[src/rtl/fetch_pkg.sv]
// Shared definitions for the fetch-line controller and its PC tracker.
package fetch_pkg;

    typedef enum logic [2:0] {
        BOOT    = 3'd0,
        IDLE    = 3'd1,
        REQ     = 3'd2,
        WAIT    = 3'd3,
        DISCARD = 3'd4
    } fetch_state_t;

    localparam int LINE_BYTES     = 64;
    localparam int INSTS_PER_LINE = 16;
    localparam int LINE_OFF_W     = 6;
    // Width of the instruction-slot index inside one line.
    localparam int SKIP_W         = LINE_OFF_W - 2;

    typedef logic [SKIP_W-1:0] skip_cnt_t;

endpackage

[src/rtl/fetch_pc_tracker.sv]
// Tracks the PC of the instruction at the buffer head and how many
// pre-target slots of the first post-redirect line are still to be skipped.
module fetch_pc_tracker
    import fetch_pkg::*;
#(
    parameter int               ADDR_W   = 64,
    parameter logic [ADDR_W-1:0] RESET_PC = 64'h8000_0000
) (
    input  logic              clk,
    input  logic              rst_n,
    input  logic              fifo_read_en,
    input  logic              fifo_empty,
    input  logic              redirect_valid,
    input  logic [ADDR_W-1:0] redirect_target,
    output logic [ADDR_W-1:0] inst_pc,
    output logic              inst_skip
);

    logic [ADDR_W-1:0] inst_pc_reg;
    logic [ADDR_W-1:0] inst_pc_next;
    skip_cnt_t         skip_cnt_reg;
    skip_cnt_t         skip_cnt_next;
    logic              deq;
    logic              unused_tgt_bits;

    // Targets are word aligned, so the two lowest bits carry no information.
    assign unused_tgt_bits = ^redirect_target[1:0];

    assign deq = fifo_read_en && !fifo_empty;

    // Redirect reloads the tracker and overrides any dequeue in the same cycle.
    always_comb begin
        inst_pc_next  = inst_pc_reg;
        skip_cnt_next = skip_cnt_reg;
        if (redirect_valid) begin
            inst_pc_next  = {redirect_target[ADDR_W-1:LINE_OFF_W], {LINE_OFF_W{1'b0}}};
            skip_cnt_next = redirect_target[LINE_OFF_W-1:2];
        end else if (deq) begin
            inst_pc_next = inst_pc_reg + ADDR_W'(4);
            if (skip_cnt_reg != '0) begin
                skip_cnt_next = skip_cnt_reg - 1'b1;
            end
        end
    end

    // Tracker state; boot starts at the reset line with its leading slots skipped.
    always_ff @(posedge clk or negedge rst_n) begin
        if (!rst_n) begin
            inst_pc_reg  <= {RESET_PC[ADDR_W-1:LINE_OFF_W], {LINE_OFF_W{1'b0}}};
            skip_cnt_reg <= RESET_PC[LINE_OFF_W-1:2];
        end else begin
            inst_pc_reg  <= inst_pc_next;
            skip_cnt_reg <= skip_cnt_next;
        end
    end

    assign inst_pc   = inst_pc_reg;
    assign inst_skip = (skip_cnt_reg != '0);

endmodule

[src/rtl/fetch_line_ctrl.sv]
// Fetch-line controller: owns the fetch line address, issues line requests,
// forwards or squashes line returns, and clears the buffer on redirect.
module fetch_line_ctrl
    import fetch_pkg::*;
#(
    parameter int               ADDR_W   = 64,
    parameter logic [ADDR_W-1:0] RESET_PC = 64'h8000_0000
) (
    input  logic              clk,
    input  logic              rst_n,
    input  logic              fetch_inst,
    input  logic              redirect_valid,
    input  logic [ADDR_W-1:0] redirect_target,
    output logic              req_valid,
    output logic [ADDR_W-1:0] req_addr,
    input  logic              req_accept,
    input  logic              arb_line_valid,
    output logic              ib_line_ready,
    output logic              clear_ibuffer,
    input  logic              fifo_read_en,
    input  logic              fifo_empty,
    output logic [ADDR_W-1:0] inst_pc,
    output logic              inst_skip
);

    fetch_state_t      state_reg;
    fetch_state_t      state_next;
    logic [ADDR_W-1:0] line_addr_reg;
    logic [ADDR_W-1:0] line_addr_next;
    logic              pend_reg;
    logic              pend_next;
    logic              clear_reg;
    logic              clear_next;
    logic              pend_eff;

    // A fetch_inst arriving together with the line return still counts as pending.
    assign pend_eff = pend_reg || fetch_inst;

    // Next-state logic; redirect is applied last so it overrides everything else.
    always_comb begin
        state_next     = state_reg;
        line_addr_next = line_addr_reg;
        pend_next      = pend_reg;
        clear_next     = 1'b0;
        case (state_reg)
            BOOT: state_next = REQ;
            IDLE: begin
                if (fetch_inst) begin
                    state_next = REQ;
                end
            end
            REQ: begin
                pend_next = pend_eff;
                if (req_accept) begin
                    state_next = WAIT;
                end
            end
            WAIT: begin
                pend_next = pend_eff;
                if (arb_line_valid) begin
                    line_addr_next = line_addr_reg + ADDR_W'(LINE_BYTES);
                    pend_next      = 1'b0;
                    state_next     = pend_eff ? REQ : IDLE;
                end
            end
            DISCARD: begin
                pend_next = pend_eff;
                if (arb_line_valid) begin
                    state_next = REQ;
                end
            end
            default: state_next = BOOT;
        endcase

        if (redirect_valid) begin
            line_addr_next = {redirect_target[ADDR_W-1:LINE_OFF_W], {LINE_OFF_W{1'b0}}};
            pend_next      = 1'b0;
            clear_next     = 1'b1;
            if (state_reg == WAIT) begin
                state_next = arb_line_valid ? REQ : DISCARD;
            end else if (state_reg == DISCARD) begin
                state_next = DISCARD;
            end else if (state_reg == REQ && req_accept) begin
                state_next = DISCARD;
            end else begin
                state_next = REQ;
            end
        end
    end

    // Controller state registers.
    always_ff @(posedge clk or negedge rst_n) begin
        if (!rst_n) begin
            state_reg     <= BOOT;
            line_addr_reg <= {RESET_PC[ADDR_W-1:LINE_OFF_W], {LINE_OFF_W{1'b0}}};
            pend_reg      <= 1'b0;
            clear_reg     <= 1'b0;
        end else begin
            state_reg     <= state_next;
            line_addr_reg <= line_addr_next;
            pend_reg      <= pend_next;
            clear_reg     <= clear_next;
        end
    end

    assign req_valid     = (state_reg == REQ);
    assign req_addr      = line_addr_reg;
    assign ib_line_ready = arb_line_valid && (state_reg == WAIT) && !redirect_valid;
    assign clear_ibuffer = clear_reg;

    fetch_pc_tracker #(
        .ADDR_W   (ADDR_W),
        .RESET_PC (RESET_PC)
    ) u_pc_tracker (
        .clk             (clk),
        .rst_n           (rst_n),
        .fifo_read_en    (fifo_read_en),
        .fifo_empty      (fifo_empty),
        .redirect_valid  (redirect_valid),
        .redirect_target (redirect_target),
        .inst_pc         (inst_pc),
        .inst_skip       (inst_skip)
    );

endmodule

[config.mk]
export PLATFORM = sky130hd
export DESIGN_NAME = fetch_line_ctrl
export DESIGN_NICKNAME = d
export VERILOG_FILES = /design/src/rtl/fetch_pkg.sv /design/src/rtl/fetch_pc_tracker.sv /design/src/rtl/fetch_line_ctrl.sv
export SDC_FILE = /design/constraint.sdc
export NUM_CORES = 1
export LEC_CHECK = 0
export CELL_PAD_IN_SITES_DETAIL_PLACEMENT = 1
export CELL_PAD_IN_SITES_GLOBAL_PLACEMENT = 2
export CORE_UTILIZATION = 32
export CTS_BUF_LIST = sky130_fd_sc_hd__clkbuf_8 sky130_fd_sc_hd__clkbuf_16
export DETAILED_ROUTE_END_ITERATION = 7
export PLACE_DENSITY = 0.93
export SKIP_CTS_REPAIR_TIMING = 1
export SKIP_LAST_GASP = 1
export SYNTH_ARGS = -nofsm -noshare
export SYNTH_HDL_FRONTEND = slang
export SYNTH_SLANG_ARGS = --single-unit
[constraint.sdc]
create_clock -name clk -period 3.6 [get_ports clk]
set_input_delay 0.54 -clock clk [delete_from_list [all_inputs] [get_ports clk]]
set_output_delay 0.54 -clock clk [all_outputs]
set_load 0.005 [all_outputs]
---- After elaboration in Yosys (flattened, before gate mapping) ----
Index checks and enable logic that the tools add are counted.
word-level totals
  register bits after elaboration ......... 137
  input bits .............................. 72
  output and inout bits ................... 132
operators by class
  add/sub/neg operators ................... 3
  equality and inequality tests ........... 8
  muxes and demuxes ....................... 23
  reduce and logical (&&, ||, !) cells .... 18
operators by type and width
  operator                 number
  $mux W64                 5
  $add A64 B3 Y64 const B  1
  $add A64 B7 Y64 const B  1
  $mux W3                  9
  $pmux W3 S5              1
  $mux W4                  3
  $ne A3 B3 Y1 const B     3
  $reduce_bool A2 Y1       4
  $eq A3 B2 Y1 const B     2
  $logic_and A1 B1 Y1      4
  $reduce_and A2 Y1        2
  $reduce_and A4 Y1        1
  $reduce_bool A4 Y1       1
  $sub A4 B1 Y4 const B    1
  $eq A3 B1 Y1 const B     1
  $eq A3 B3 Y1 const B     1
  $logic_not A3 Y1         1
  $mux W1                  3
  $ne A3 B2 Y1 const B     1
  $reduce_bool A3 Y1       1
  $logic_not A1 Y1         2
  $mux W2                  1
  $pmux W1 S2              1
  $reduce_or A2 Y1         1
  $logic_or A1 B1 Y1       1

---- Depth between registers and ports, before layout ----
  depth after elaboration ................. 6
  depth in mapped cells ................... 8
  gate-level depth less buffers ........... 8

---- Hierarchy ----
Synthesis repeated with hierarchy kept, for this count alone.
unflattened totals
  cell total of the unflattened synthesis .. 953
  area, all modules ....................... 8145.3 sq um
by module, submodules not included
  module            times used  cells an instance  area each (sq um)  sequential area each (sq um)
  fetch_pc_tracker  1           480                4172.8             1652.8
  fetch_line_ctrl   1           473                3972.6             1577.8

---- Worst setup path before layout ----
Ideal clock, no wire load.
  kind .................................... input to register
  start point ............................. input port arb_line_valid
  end point ............................... register line_addr_reg[17] (netlist: req_addr[17])
  arrival ................................. 2246 ps
  path slack .............................. 1230 ps
  cell stages on the path ................. 6
  path buffers ............................ 1
  cells stage by stage .................... clkbuf_1 > nand4b_1 > nor4_1 > nand4_1 > xnor2_1 > mux2_2
between the ends
  cells in the longest elaborated chain, start to end .. 2
ends and longest elaborated chain
  element                       RTL line                source
  from (decl)                   fetch_line_ctrl.sv:17   input logic arb_line_valid,
  $reduce_bool A2 Y1 (no line)  --
  $reduce_and A2 Y1 (no line)   --
  to (signal assigned)          fetch_line_ctrl.sv:95   line_addr_reg <= {RESET_PC[ADDR_W-1:LINE_OFF_W], {LINE_OFF_W{1'b0}}};
  to (signal assigned)          fetch_line_ctrl.sv:100  line_addr_reg <= line_addr_next;
  to (decl)                     fetch_line_ctrl.sv:28   logic [ADDR_W-1:0] line_addr_reg;
No other way between the ends.
A chain may end at the register's enable or synchronous reset.

---- Worst setup path in the final report ----
  start point ............................. register u_pc_tracker.inst_pc_reg[17] (netlist: u_pc_tracker.inst_pc[17])
  end point ............................... register u_pc_tracker.inst_pc_reg[55] (netlist: u_pc_tracker.inst_pc[55])
between the ends
  cells in the longest elaborated chain, start to end .. 3
ends and longest elaborated chain
  element                 RTL line                source
  from (decl)             fetch_pc_tracker.sv:19  logic [ADDR_W-1:0] inst_pc_reg;
  from (signal assigned)  fetch_pc_tracker.sv:49  inst_pc_reg <= {RESET_PC[ADDR_W-1:LINE_OFF_W], {LINE_OFF_W{1'b0}}};
  from (signal assigned)  fetch_pc_tracker.sv:52  inst_pc_reg <= inst_pc_next;
  $add A64 B3 Y64         fetch_pc_tracker.sv:39  inst_pc_next = inst_pc_reg + ADDR_W'(4);
  $mux W64                fetch_pc_tracker.sv:38  end else if (deq) begin
  $mux W64                fetch_pc_tracker.sv:35  if (redirect_valid) begin
No other way between the ends. The select of a mux whose other input is x is not followed.

==> results.py <==
metrics = {
    "status": {
        "status": "complete, no violations",
    },
    "worst_setup_path": {
        "critPathArrivalTime_ns": 3.15,
        "end_kind": "register",
        "critPathMaxFanout": 8,
        "rr_worst_depth": 5,
        "start_kind": "register",
        "crit_start": "u_pc_tracker.inst_pc[17]$_DFFE_PN0P_",
        "r2r_slack_ns": 0.74,
        "endpoint": "u_pc_tracker.inst_pc[55]$_DFFE_PN0P_",
        "critical_path.most_common_cell": "nand4_1",
        "crit_type": "register to register",
        "worstReg2RegEnd": "u_pc_tracker.inst_pc[55]$_DFFE_PN0P_",
        "cp_cell_sequence": "nand4_1, nor4_4, nand4_1, mux2_2, a2111oi_0",
        "crit_required_ns": 3.89,
        "rr_startpoint": "u_pc_tracker.inst_pc[17]$_DFFE_PN0P_",
        "slowest_stage": "nor4_4",
        "slowest_delay_ns": 0.65,
    },
    "route": {
        "drcViolationCount": 0,
        "wire_per_inst_um": 21.59,
        "ant_nets": 0,
        "dr.pass1.iters": 5,
        "via_count": 8193,
        "avgViaCountPerCell": 5.678,
        "drt_iter0_markers": 514,
        "wl_um": 31150,
    },
    "sta": {
        "worstMarginPinSlew_ns": 0.8189,
        "fin_crit_ns": 2.855,
        "finClkSkew_ns": 0.01073,
        "setup_viol": 0,
        "fin_setup_tns_ns": 0,
        "finalMaxSlewViolations": 0,
        "timing.hold.ws_ns": 0.1345,
        "max_slew_margin_pct": 44.90,
        "worst_slack_ns": 0.7448,
        "final_hold_viol_count": 0,
        "clock.fmax_ghz": 0.3502,
        "finalCritPeriodShare_pct": 79.31,
        "rsz0062_at_grt": "no",
    },
    "placed_design": {
        "portBuffers": 193,
        "place_inst": 1408,
        "place_hpwl_um": 23140,
        "globalplace.congestion": 0.8382,
        "pre_cts_ws_ns": 0.5836,
    },
    "synthesis": {
        "synth-edff-count": 0,
        "synthAdderAreaFrac_pct": 0.6146,
        "synth_ff_type": "dfrtp_1",
        "synth-simple-area-share_pct": 30.75,
        "synthMuxAreaShare_pct": 7.437,
        "yosysUniqueCellTypes": 59,
        "syn_area_um2": 8143,
        "ys_seq_area_share_pct": 39.67,
        "syn_inst": 907,
        "synth-xor-area-share_pct": 7.207,
        "synth_top_family_by_area": "simple AND/OR/NAND/NOR gates",
        "yosysWarnings": 0,
        "synth_compound_area_share_pct": 10.16,
        "async_flop_share_pct": 100.0,
        "syn_area_per_cell_um2": 8.978,
        "ys_ff_latch": 129,
    },
    "clock_network": {
        "cts.sinks": 129,
        "numCtsBuffers": 17,
        "clkTransAtPathRegs_ns": 0.06,
        "clk-insertion-delay-late_ns": 0.43,
        "clock-root-buffer": "clkbuf_16",
        "clockBufferDepth": 2,
        "htree_levels": 4,
        "cts_tree": "done",
    },
    "global_routing": {
        "grt_pass1_wl_um": 48710,
        "grt_pass1_vias": 8424,
        "antenna_found_initial": 4,
        "grt_start_max_net_pins": 102,
        "overflow": 0,
        "grt.total_usage_pct": 24.41,
    },
    "cells_and_area": {
        "multi_input_area_um2": 4609,
        "fillerInstances": 2907,
        "regArea_um2": 3231,
        "finalNonFillerCells": 1443,
        "drive_gt1_share_pct": 10.81,
        "layout.nets": 1173,
        "largest_reg_flops": 62,
        "area.growth.synth_to_final_pct": 36.29,
        "utilization_pct": 44.33,
    },
    "die": {
        "row_count": 58,
        "core-area_um2": 25040,
        "initial_core_util_pct": 32.52,
        "fp.dieH_um": 161.5,
        "fp.dieW_um": 161.5,
        "dieArea_um2": 26090,
        "ios": 204,
    },
    "power_and_ir_drop": {
        "ir_worst_vdd_v": 0.0003491,
        "power_density_nw_per_um2": 425.1,
        "total_leakage_power_uw": 0.004191,
    },
    "job": {
        "max-cap-violations": 0,
    },
    "worst_hold_path": {
        "hp-class": "input pin to async pin",
    },
}
==> stage by stage <==
step | instance area, um^2 | total power, uW
2_1_floorplan | 8169 | 2304
3_3_place_gp | 10480 | 2870
3_5_place_dp | 10480 | 2905
4_1_cts | 11090 | 4756
5_1_grt | 11090 | 4938
6_report | 11100 | 4717
==> how the worst min path moves through the flow <==
| stage | end | depth (start not counted) | from |
|---|---|---|---|
| floorplan | clear_ibuffer$_DFF_PN0_ | 0 | rst_n |
| global placement | u_pc_tracker.inst_pc[3]$_DFFE_PN0P_ | 2 | u_pc_tracker.inst_pc[3]$_DFFE_PN0P_ |
| detailed placement | u_pc_tracker.inst_pc[3]$_DFFE_PN0P_ | 2 | u_pc_tracker.inst_pc[3]$_DFFE_PN0P_ |
| CTS | req_addr[58]$_DFFE_PN0P_ | 1 | rst_n |
| global route | req_addr[58]$_DFFE_PN0P_ | 1 | rst_n |
| finish | req_addr[58]$_DFFE_PN0P_ | 1 | rst_n |
==> per-layer routing <==
metal | track usage (%) | up-vias | routed length, um
met3 | 7.216 | 52 | 2664
met4 | 9.048 | 2 | 913
met1 | 30.35 | 4077 | 12980
met2 | 39.87 | 292 | 14580
met5 | 0 | - | 13
li1 | - | 3770 | -
==> power by group <==
group / internal, uW / total [uW] / switching [uW]
sequential: 1600 / 1880 / 275
combinational: 564 / 1010 / 445
clock: 1100 / 1830 / 733
==> layout by cell type (no fill, tap or decap), types with 9 or more instances in the layout <==
master | synthesis | layout
nor3_1 | 38 | 38
mux2i_1 | 11 | 11
clkbuf_16 | 0 | 17
or2_2 | 10 | 10
nor4_1 | 49 | 48
a211oi_1 | 17 | 17
nor3b_1 | 9 | 9
nand2b_1 | 18 | 18
o21ai_0 | 15 | 15
nand2_1 | 72 | 72
nand3_1 | 41 | 41
mux2_2 | 44 | 44
or3_1 | 10 | 10
and3_1 | 15 | 15
clkdlybuf4s50_1 | 0 | 191
and4_1 | 15 | 15
nand4_1 | 64 | 64
or4_1 | 9 | 9
buf_4 | 8 | 20
xnor2_1 | 41 | 41
nor2_1 | 76 | 76
a21oi_1 | 23 | 23
dfrtp_1 | 127 | 127
xor2_1 | 26 | 26
inv_1 | 29 | 29
==> kinds of logic after synthesis <==
group,Yosys count
fa+ha+maj,4
xor+xnor,67
mux,55
buf+inv,80
simple gates,454
other cells,1
flops,129
compound gates,117
==> synth_stat cells (all sizes together), types with 5 or more instances <==
| master | count | area share [%] |
|---|---|---|
| o31a | 8 | 0.86 |
| or3 | 10 | 0.77 |
| and4 | 15 | 1.6 |
| a31oi | 8 | 0.61 |
| a221oi | 7 | 0.75 |
| o21ai | 15 | 0.92 |
| buf | 15 | 1.1 |
| nand2 | 72 | 3.3 |
| mux2i | 11 | 1.4 |
| or2 | 10 | 0.77 |
| a21oi | 23 | 1.4 |
| and3 | 15 | 1.2 |
| nor4b | 7 | 0.75 |
| nor2 | 76 | 3.5 |
| a211oi | 17 | 1.6 |
| xor2 | 26 | 2.8 |
| nor3b | 9 | 0.83 |
| inv | 30 | 1.4 |
| nand4 | 64 | 4.9 |
| o31ai | 6 | 0.55 |
| nor4 | 51 | 4.2 |
| mux2 | 44 | 6.1 |
| a21boi | 6 | 0.55 |
| nor3 | 38 | 2.3 |
| xnor2 | 41 | 4.4 |
| and2 | 6 | 0.46 |
| dfrtp | 127 | 39 |
| nand2b | 18 | 1.4 |
| nand3 | 42 | 2.6 |
| or4 | 9 | 0.83 |
| clkbuf | 35 | 1.6 |
| and4b | 5 | 0.61 |
==> area by class of cell <==
cell class | instances | share of cell area, %
multi-input cells | 705 | 41.53
flip-flops and latches | 129 | 29.11
repair buffers | 214 | 19.04
clock buffers | 17 | 3.833
well taps | 330 | 3.720
clock inverters | 15 | 1.657
inverters | 30 | 1.037
diodes | 3 | 0.06764
==> worst max-delay path: cells and delay by family, from the launching register on <==
family	cells	cell delay, ns
flops	1	0.45
mux	1	0.36
simple gates	3	1.51
compound gates	1	0.38
Note: power is estimated with default switching activity, not from simulation.
